$ cat src/rtl/piso_tx.sv
// piso_tx: parallel-in serial-out transmitter with a valid/ready load port.
// Define PISO_TX_PARITY_EN to append an even-parity bit after each data word.
module piso_tx #(
    parameter int W         = 8,
    parameter bit MSB_FIRST = 1'b0
) (
    input  logic         clk,
    input  logic         clrn,
    input  logic [W-1:0] din,
    input  logic         load_valid,
    output logic         load_ready,
    input  logic         shift_en,
    output logic         sout,
    output logic         sout_valid,
    output logic         frame_start,
    output logic         busy
);
    localparam int CW = $clog2(W);
    localparam int FB = MSB_FIRST ? W - 1 : 0;

`ifdef PISO_TX_PARITY_EN
    typedef enum logic [1:0] {IDLE, SHIFT, PARITY} state_t;
`else
    typedef enum logic {IDLE, SHIFT} state_t;
`endif

    state_t        state, state_n;
    logic [W-1:0]  sreg, sreg_n, sreg_rot;
    logic [CW-1:0] cnt, cnt_n;
    logic          sout_n, sout_valid_n, frame_start_n;
    logic          last;

    assign last = (cnt == CW'(W - 1));
    assign busy = (state != IDLE);

    // Rotating keeps the next bit at the output position without a mux tree.
    always_comb begin
        if (MSB_FIRST)
            sreg_rot = {sreg[W-2:0], sreg[W-1]};
        else
            sreg_rot = {sreg[0], sreg[W-1:1]};
    end

`ifdef PISO_TX_PARITY_EN
    logic par;

    always_ff @(posedge clk or negedge clrn) begin
        if (!clrn)
            par <= 1'b0;
        else if (state == IDLE && load_valid)
            par <= ^din;
    end
`endif

    always_comb begin
        state_n       = state;
        sreg_n        = sreg;
        cnt_n         = cnt;
        sout_n        = sout;
        sout_valid_n  = sout_valid;
        frame_start_n = frame_start;
        load_ready    = 1'b0;
        unique case (state)
            IDLE: begin
                load_ready = 1'b1;
                if (load_valid) begin
                    state_n       = SHIFT;
                    sreg_n        = din;
                    cnt_n         = '0;
                    sout_n        = din[FB];
                    sout_valid_n  = 1'b1;
                    frame_start_n = 1'b1;
                end
            end
            SHIFT: begin
                if (shift_en) begin
                    frame_start_n = 1'b0;
                    if (last) begin
`ifdef PISO_TX_PARITY_EN
                        state_n      = PARITY;
                        sout_n       = par;
                        sout_valid_n = 1'b1;
`else
                        state_n      = IDLE;
                        sout_n       = 1'b0;
                        sout_valid_n = 1'b0;
`endif
                    end else begin
                        cnt_n  = cnt + CW'(1);
                        sreg_n = sreg_rot;
                        sout_n = sreg_rot[FB];
                    end
                end
            end
`ifdef PISO_TX_PARITY_EN
            PARITY: begin
                if (shift_en) begin
                    state_n      = IDLE;
                    sout_n       = 1'b0;
                    sout_valid_n = 1'b0;
                end
            end
`endif
            default: state_n = IDLE;
        endcase
    end

    always_ff @(posedge clk or negedge clrn) begin
        if (!clrn) begin
            state       <= IDLE;
            sreg        <= '0;
            cnt         <= '0;
            sout        <= 1'b0;
            sout_valid  <= 1'b0;
            frame_start <= 1'b0;
        end else begin
            state       <= state_n;
            sreg        <= sreg_n;
            cnt         <= cnt_n;
            sout        <= sout_n;
            sout_valid  <= sout_valid_n;
            frame_start <= frame_start_n;
        end
    end

endmodule

$ cat config.mk
export PLATFORM = sky130hd
export DESIGN_NAME = piso_tx
export DESIGN_NICKNAME = d
export VERILOG_FILES = /design/src/rtl/piso_tx.sv
export SDC_FILE = /design/constraint.sdc
export NUM_CORES = 1
export LEC_CHECK = 0
export ABC_AREA = 0
export CORE_MARGIN = 2
export CORE_UTILIZATION = 50
export DETAILED_ROUTE_END_ITERATION = 12
export PLACE_DENSITY = 0.91
export SLEW_MARGIN = 5
export SYNTH_ARGS = -nofsm -noshare
export SYNTH_HDL_FRONTEND = slang
export SYNTH_SLANG_ARGS = --single-unit
$ cat constraint.sdc
create_clock -name clk -period 2.75 [get_ports clk]
set_clock_uncertainty 0.1 [all_clocks]
set_input_delay 0.275 -clock clk [delete_from_list [all_inputs] [get_ports clk]]
set_output_delay 0.275 -clock clk [all_outputs]
set_load 0.02 [all_outputs]
# == Word-level counts from Yosys, hierarchy flattened ==
# Cells that the tools add are included.
# word_totals
ff_bits,15
memories,0
latchBits,0
elab_cells,39
ramBits,0
in_bits,12
rom_bits,0
out_inout_bits,5
# op_classes
muxes,23
n_bitwise,1
shifts,0
n_div,0
n_reduce_logical,3
n_eq_ne,5
addsub,1
n_lt_le_gt_ge,0
multipliers,0
# op_table
operator,count
$mux 8,3
$pmux 8 s2,1
$mux 1,11
$mux 3,3
$pmux 1 s2,4
$ne 2x2->1 const B,3
$pmux 3 s2,1
$reduce_and 3->1,2
$add 3x1->3 const B,1
$eq 3x3->1 const B,1
$ne 2x1->1 const B,1
$reduce_and 2->1,1
$not 1->1,1

# == Longest topological paths before layout ==
# Gate-level depths: netlist of the first run.
# logic_depth
word_depth,4
mapped_depth,6
ltp_nobuf,5

# == Worst setup path before layout of the first run ==
# Ideal clock, no wire load.
# synth_path
path_type,reg2reg
start,register cnt[0]
end,register sreg[3]
synth_period_minus_slack_ps,1525
required_ps,2524
n_path_buf,1
slack_ps,1225
setup_ps,126
path_stages_with_launch,7
arrival_ps,1299
path_cell_list,dfrtp_1 ha_1 ha_1 nand3b_2 buf_4 o22ai_1 a21oi_1
# synth_via
elab_chain_len,3
# synth_lines
element,line,rtl
from (decl),29,"logic [CW-1:0] cnt, cnt_n;"
from (signal assigned),119,cnt <= cnt_n;
$eq 3x3->1,33,assign last = (cnt == CW'(W - 1));
$ne 2x2->1 (no source line),--,
$reduce_and 3->1 (no source line),--,
to (signal assigned),118,sreg <= sreg_n;
to (decl),28,"logic [W-1:0] sreg, sreg_n, sreg_rot;"
# No other way between the ends.
# A chain may end at the register's enable or synchronous reset.

# == Worst setup path after layout of the first run ==
# layout_path
start,register cnt[0]
end,register sreg[7]
# The elaborated chain is that of the path after synthesis.

==> results.tsv, run 1 <==
stage	metric	value	unit
layout	NumNets Final	102	
grt	global route overflow	0	
synthesis	flop and latch count out of synthesis	15	
synthesis	post-synthesis cell count	72	
setup_path	R2R Path Start	cnt[0]	
die	CORE AREA	1318	µm²
setup_path	crit path DAT	1920	ps
detailed_routing	antenna-violating nets left	0	
sta	maximum clock frequency	537.0	MHz
detailed_routing	routed len/inst	13.02	µm
sta	post-route clock period utilization	67.72	%
layout	Antenna Cells	0	
sta	Hold Fails Final Rpt	0	
layout	commonest non-fill, non-tap cell in the layout	clkdlybuf4s50_1	
sta	crit path time final	1862	ps
setup_path	worst-path fanout max	22	
clock_tree	clk slew on worst S/H paths	90	ps
setup_path	Critical Path Sink	sreg[7]	
detailed_routing	router iterations before antenna repair	5	
clock_tree	post-cts resize count	0	
die	area of the die	1736	µm²
synthesis	Yosys warnings	0	
layout	Non-Filler Cell Area, Final	875.8	µm²
clock_tree	CTS Root Cell	clkbuf_4	
synthesis	Seq/Total Area, Yosys	52.91	%
clock_tree	clk_lat worst skew	280	ps
sta	RSZ-0062 raised after global routing	no	
sta	Final setup viols	0	
detailed_routing	average vias per placed instance	5.667	
layout	fraction of layout cells with a size suffix above 1	6.897	%
synthesis	Synth Area per Inst	9.853	µm²
sta	hold_ws	288.7	ps
setup_path	CP Capture Type	register	
clock_tree	clock sinks	15	
die	num rows	13	
die	io pins	17	
synthesis	post-synthesis simple-gate area fraction	16.93	%
setup_path	Worst R2R Path Depth	5	
grt	largest net degree at the start of global routing	23	
place	Buffers on Ports	16	
detailed_routing	DRT Wirelength	1328	µm
synthesis	Area contributors post-synth	dfrtp_1 53%, o22ai_1 7.1%, a21oi_1 4.2%, nor2_1 4.2%, ha_1 3.5%	
synthesis	EDFF count, synth	0	
pwr	Power Total	0.9064	mW
layout	Reg area	375.4	µm²
outcome	run status	finished clean	
setup_path	WS Path Type	register to register	
pwr	maximum vdd drop	0.0005777	V
setup_path	R2R Setup Slk	890	ps
synthesis	synth unique cells	21	
layout	area of the multi-input gates	276.5	µm²
place	Area after DPL	849.6	µm²
grt	initial antenna violation count	0	
synthesis	post-synthesis adder-cell area fraction	3.527	%
die	die height	41.67	µm
sta	Fin Setup TNS	0	ps
sta	max-slew violations	0	
pwr	P per Cell Area	1035	nW/µm²
synthesis	post-synthesis mux area share	0	%
die	Die W	41.67	µm
clock_tree	total CTS buffers	3	
synthesis	Mapped Area	709.4	µm²
layout	Core Util, Final	66.48	%
clock_tree	H-tree depth	1	
setup_path	Critical Path RT	2810	ps
sta	Slew HR	56.41	%
place	DPL Wire Length	922	µm
pwr	leakage power	0.3819	nW
layout	Layout area overhead	23.46	%
synthesis	Synth top area share	52.91	%
synthesis	prevailing post-synth register cell	dfrtp_1	
grt	Global Route Usage Sum	16.97	%
synthesis	Synth Area in XOR/XNOR	0	%
setup_path	Reg-to-Reg End	sreg[7]	
sta	worst-margin pin slew	651.8	ps
clock_tree	cts hold-fix bufs	0	
min_path	Worst Hold Class	input port to async pin	
layout	Fill cells	98	
layout	most frequent cells in the layout	16 x clkdlybuf4s50_1, 15 x dfrtp_1, 8 x nor2_1, 8 x o22ai_1, 6 x a21oi_1	
synthesis	Yosys top cell by area	dfrtp_1	
synthesis	fraction of registers with async set/reset	100.0	%
clock_tree	postcts setup bufs	0	
grt	vias in the first global route	496	
detailed_routing	Vias	578	
synthesis	Compound-Gate Fraction of Synth Area	18.52	%
setup_path	crit path launch type	register	
detailed_routing	Iter 0 DRT Violations	10	
flow_run	total of max-cap violations	0	
die	starting density of the core	53.85	%
detailed_routing	number of remaining DRC errors	0	
synthesis	combinational family with the most area after synthesis	compound AO/OA/AOI/OAI gates	
setup_path	Worst Setup SP	cnt[0]	
place	Placer Congestion	0.7656	
clock_tree	clock buffer depth	2	
synthesis	Post-Syn Nets	86	
clock_tree	TritonCTS clock tree	done	
grt	global-route wire length before repair	2180	µm
==> flip-flops by register name (all words and copies together), names as in the netlist <==
register and flops:
sreg 8, cnt 3, busy 1, frame_start 1
sout 1, sout_valid 1
==> through the flow <==
step           setup slack, ps  cells
5_1_grt                  778.2    102
6_report                 887.8    102
2_1_floorplan             1225     72
3_3_place_gp             953.5     98
3_5_place_dp             893.3     98
4_1_cts                  879.3    102
==> synth_stat cells (2+ instances only) <==
master and n:
dfrtp_1 15, nor2_1 8, o22ai_1 8, a21oi_1 6, inv_1 5, nand2_1 5, nand3_1 4, buf_4 3
o21ai_0 3, a31oi_1 2, ha_1 2, nor2b_1 2
==> kinds of logic (layout without fill, tap and decap cells) <==
logic type,Yosys count,in the layout
AOI/OAI and AO/OA,22,22
adders and majority gates,2,2
DFF,15,15
buffers and inverters,10,25
and+or+nand+nor,23,23
==> cell type report <==
| type | count | share of cell area, % |
|---|---|---|
| Sequential cell | 15 | 42.86 |
| Multi-Input combinational cell | 47 | 31.57 |
| Timing Repair Buffer | 16 | 18.29 |
| Clock buffer | 4 | 3.000 |
| Inverter | 5 | 2.143 |
| Tap cell | 15 | 2.143 |
==> worst min path at each step <==
stage                start          end  slack (ps)  cells after the start
floorplan             clrn         busy        -120                      0
global placement    cnt[1]       cnt[1]         390                      2
detailed placement  cnt[0]       cnt[0]         400                      1
CTS                   clrn      sreg[0]         320                      1
global route          clrn  frame_start         360                      1
finish                clrn      sreg[7]         290                      1
==> report_power, final <==
part           internal [mW]  total (mW)  switching (mW)
Combinational          0.184       0.383           0.199
Sequential             0.325       0.400          0.0754
Clock                 0.0563       0.123          0.0669
==> layer usage <==
layer | track usage (%) | part of all wire, % | up-vias
met2 | 25.31 | 46 | 22
li1 | - | - | 281
met4 | 7.742 | 1.3 | 0
met1 | 21.78 | 46 | 271
met5 | 0 | 0 | -
met3 | 6.522 | 5.9 | 4
==> worst max-delay path, stage by stage (launching register included) <==
cell and delay (ps):
dfrtp_1 400, ha_1 200, ha_1 210, nand3b_2 480
o22ai_1 310, a21oi_2 40
(Power assumes the default switching activity.)
==> run 2: changes to the inputs <==
- CORE_UTILIZATION: 50 -> 42
- PLACE_DENSITY: 0.91 -> 0.83
- clock period: 2.75 -> 1.7 ns (I/O delays scaled with it)
==> results.tsv, run 2 (synthesis gave the netlist of run 1 again) <==
stage	metric	value	unit
setup_path	R2R Setup Slk	120	ps
die	num rows	14	
pwr	Logic pwr share	45.4	%
detailed_routing	Iter 0 DRT Violations	18	
clock_tree	clk slew on worst S/H paths	90	ps
sta	Slew HR	75.34	%
grt	Global Route Usage Sum	15.40	%
clock_tree	H-tree depth	1	
setup_path	cell repeated most along the worst path	ha_1	
setup_path	worst-path fanout max	22	
sta	worst-margin pin slew	368.7	ps
layout	Layout area overhead	30.34	%
pwr	leakage power	0.4092	nW
setup_path	crit-path max cell delay	400	ps
clock_tree	postcts setup bufs	0	
clock_tree	cts hold-fix bufs	0	
setup_path	CP max-delay cell	dfrtp_1	
grt	vias in the first global route	523	
sta	Final setup viols	0	
min_path	Worst Hold Class	input port to async pin	
pwr	Sw Ratio	36.93	%
pwr	P per Cell Area	1637	nW/µm²
grt	global route overflow	0	
sta	RSZ-0062 raised after global routing	no	
layout	max FFs per register	8	
layout	most frequent cells in the layout	16 x clkdlybuf4s50_1, 15 x dfrtp_1, 8 x nor2_1	
die	io pins	17	
layout	commonest non-fill, non-tap cell in the layout	clkdlybuf4s50_1	
detailed_routing	Vias	580	
sta	crit path time final	1577	ps
sta	post-route clock period utilization	92.77	%
pwr	Seq pwr share	41.7	%
layout	Reg area	375.4	µm²
detailed_routing	DRT Wirelength	1410	µm
die	Die W	45.10	µm
grt	GR Layer Usage met3	4.000	%
die	die height	45.10	µm
grt	met2 Resource Use GR	24.86	%
sta	Fin Setup TNS	0	ps
setup_path	Worst R2R Path Depth	6	
pwr	Switch Pwr	0.5590	mW
pwr	P_int	0.9545	mW
setup_path	crit path launch type	register	
grt	global-route wire length before repair	2221	µm
layout	top flop regs	sreg (8), cnt (3)	
layout	area of the multi-input gates	282.8	µm²
pwr	maximum vdd drop	0.001006	V
clock_tree	clock sinks	15	
place	Placer Congestion	0.7012	
grt	Most Used Layer, Global Route	met2	
clock_tree	clk_lat worst skew	270	ps
detailed_routing	antenna-violating nets left	0	
setup_path	crit-path cells	ha_1 -> ha_1 -> nand3b_2 -> buf_6 -> o22ai_1 -> a21oi_1	
detailed_routing	router iterations before antenna repair	6	
place	Buffers on Ports	16	
clock_tree	total CTS buffers	3	
layout	Fill cells	130	
pwr	Clock power frac	12.9	%
setup_path	WS Path Type	register to register	
setup_path	crit path DAT	1640	ps
detailed_routing	number of remaining DRC errors	0	
detailed_routing	average vias per placed instance	5.370	
clock_tree	TritonCTS clock tree	done	
layout	Antenna Cells	0	
flow_run	total of max-cap violations	0	
setup_path	CP Capture Type	register	
clock_tree	CTS Root Cell	clkbuf_4	
layout	Largest Register	sreg	
die	CORE AREA	1541	µm²
grt	met1 usage	19.23	%
sta	Hold Fails Final Rpt	0	
layout	fraction of layout cells with a size suffix above 1	13.04	%
pwr	Power Total	1.513	mW
clock_tree	clock buffer depth	2	
sta	max-slew violations	0	
sta	maximum clock frequency	634.1	MHz
grt	largest net degree at the start of global routing	23	
grt	initial antenna violation count	0	
detailed_routing	routed len/inst	13.06	µm
setup_path	Critical Path RT	1760	ps
die	starting density of the core	46.02	%
die	area of the die	2034	µm²
layout	NumNets Final	107	
outcome	run status	finished clean	
-- run 2: cell type report --
class | instances | area share, %
clock buffers | 4 | 2.842
multi-input cells | 47 | 30.58
inverters | 5 | 2.030
well taps | 16 | 2.165
flip-flops and latches | 15 | 40.60
repair buffers | 21 | 21.79
-- run 2: metal layers --
metal  up-vias  part of all wire, %
met5         -                    0
met4         0                  1.4
met3         2                  4.5
met2        17                   48
met1       267                   46
li1        294                    -
-- run 2: power groups by stage --
stage               Sequential [mW]  Clock, mW  Combinational [mW]
floorplan                     0.665          0               0.423
global placement              0.626          0               0.653
detailed placement            0.636          0               0.681
CTS                           0.630      0.204               0.682
global route                  0.650      0.218               0.770
finish                        0.631      0.195               0.687
-- run 2: through the flow --
step / cell area, µm² / setup slack [ps] / cells / utilization [%] / hold WS [ps]
CTS: 914.6 / 78.28 / 108 / 59.33 / 86.48
finish: 924.6 / 122.9 / 108 / 59.98 / 77.82
global placement: 888.4 / 132.2 / 104 / 57.63 / 360.9
global route: 924.6 / 21.54 / 108 / 59.98 / 85.80
detailed placement: 888.4 / 85.28 / 104 / 57.63 / 378.7
floorplan: 709.4 / 174.7 / 72 / - / -225.6
-- run 2: worst max-delay path, delay by kind of cell (launching register included) --
kind / cells / cell delay [ps]
buf+inv: 1 / 170
simple gates: 1 / 210
flops: 1 / 400
fa+ha+maj: 2 / 390
compound gates: 2 / 200
-- run 2: worst paths after layout --
kind	start	to
worst max register to register	cnt[0]	sreg[4]
worst min-delay path	clrn	sout
worst min register to register	cnt[0]	cnt[0]
max in group asynchronous	clrn	sreg[6]
worst max-delay path	cnt[0]	sreg[4]
min in group clk	cnt[0]	cnt[0]
-- run 2: timing repair --
action | 4_1_cts | 5_1_grt
hold endpoints to repair | 0 | 0
gates resized for setup | 0 | 2
setup endpoints to repair | 0 | 5
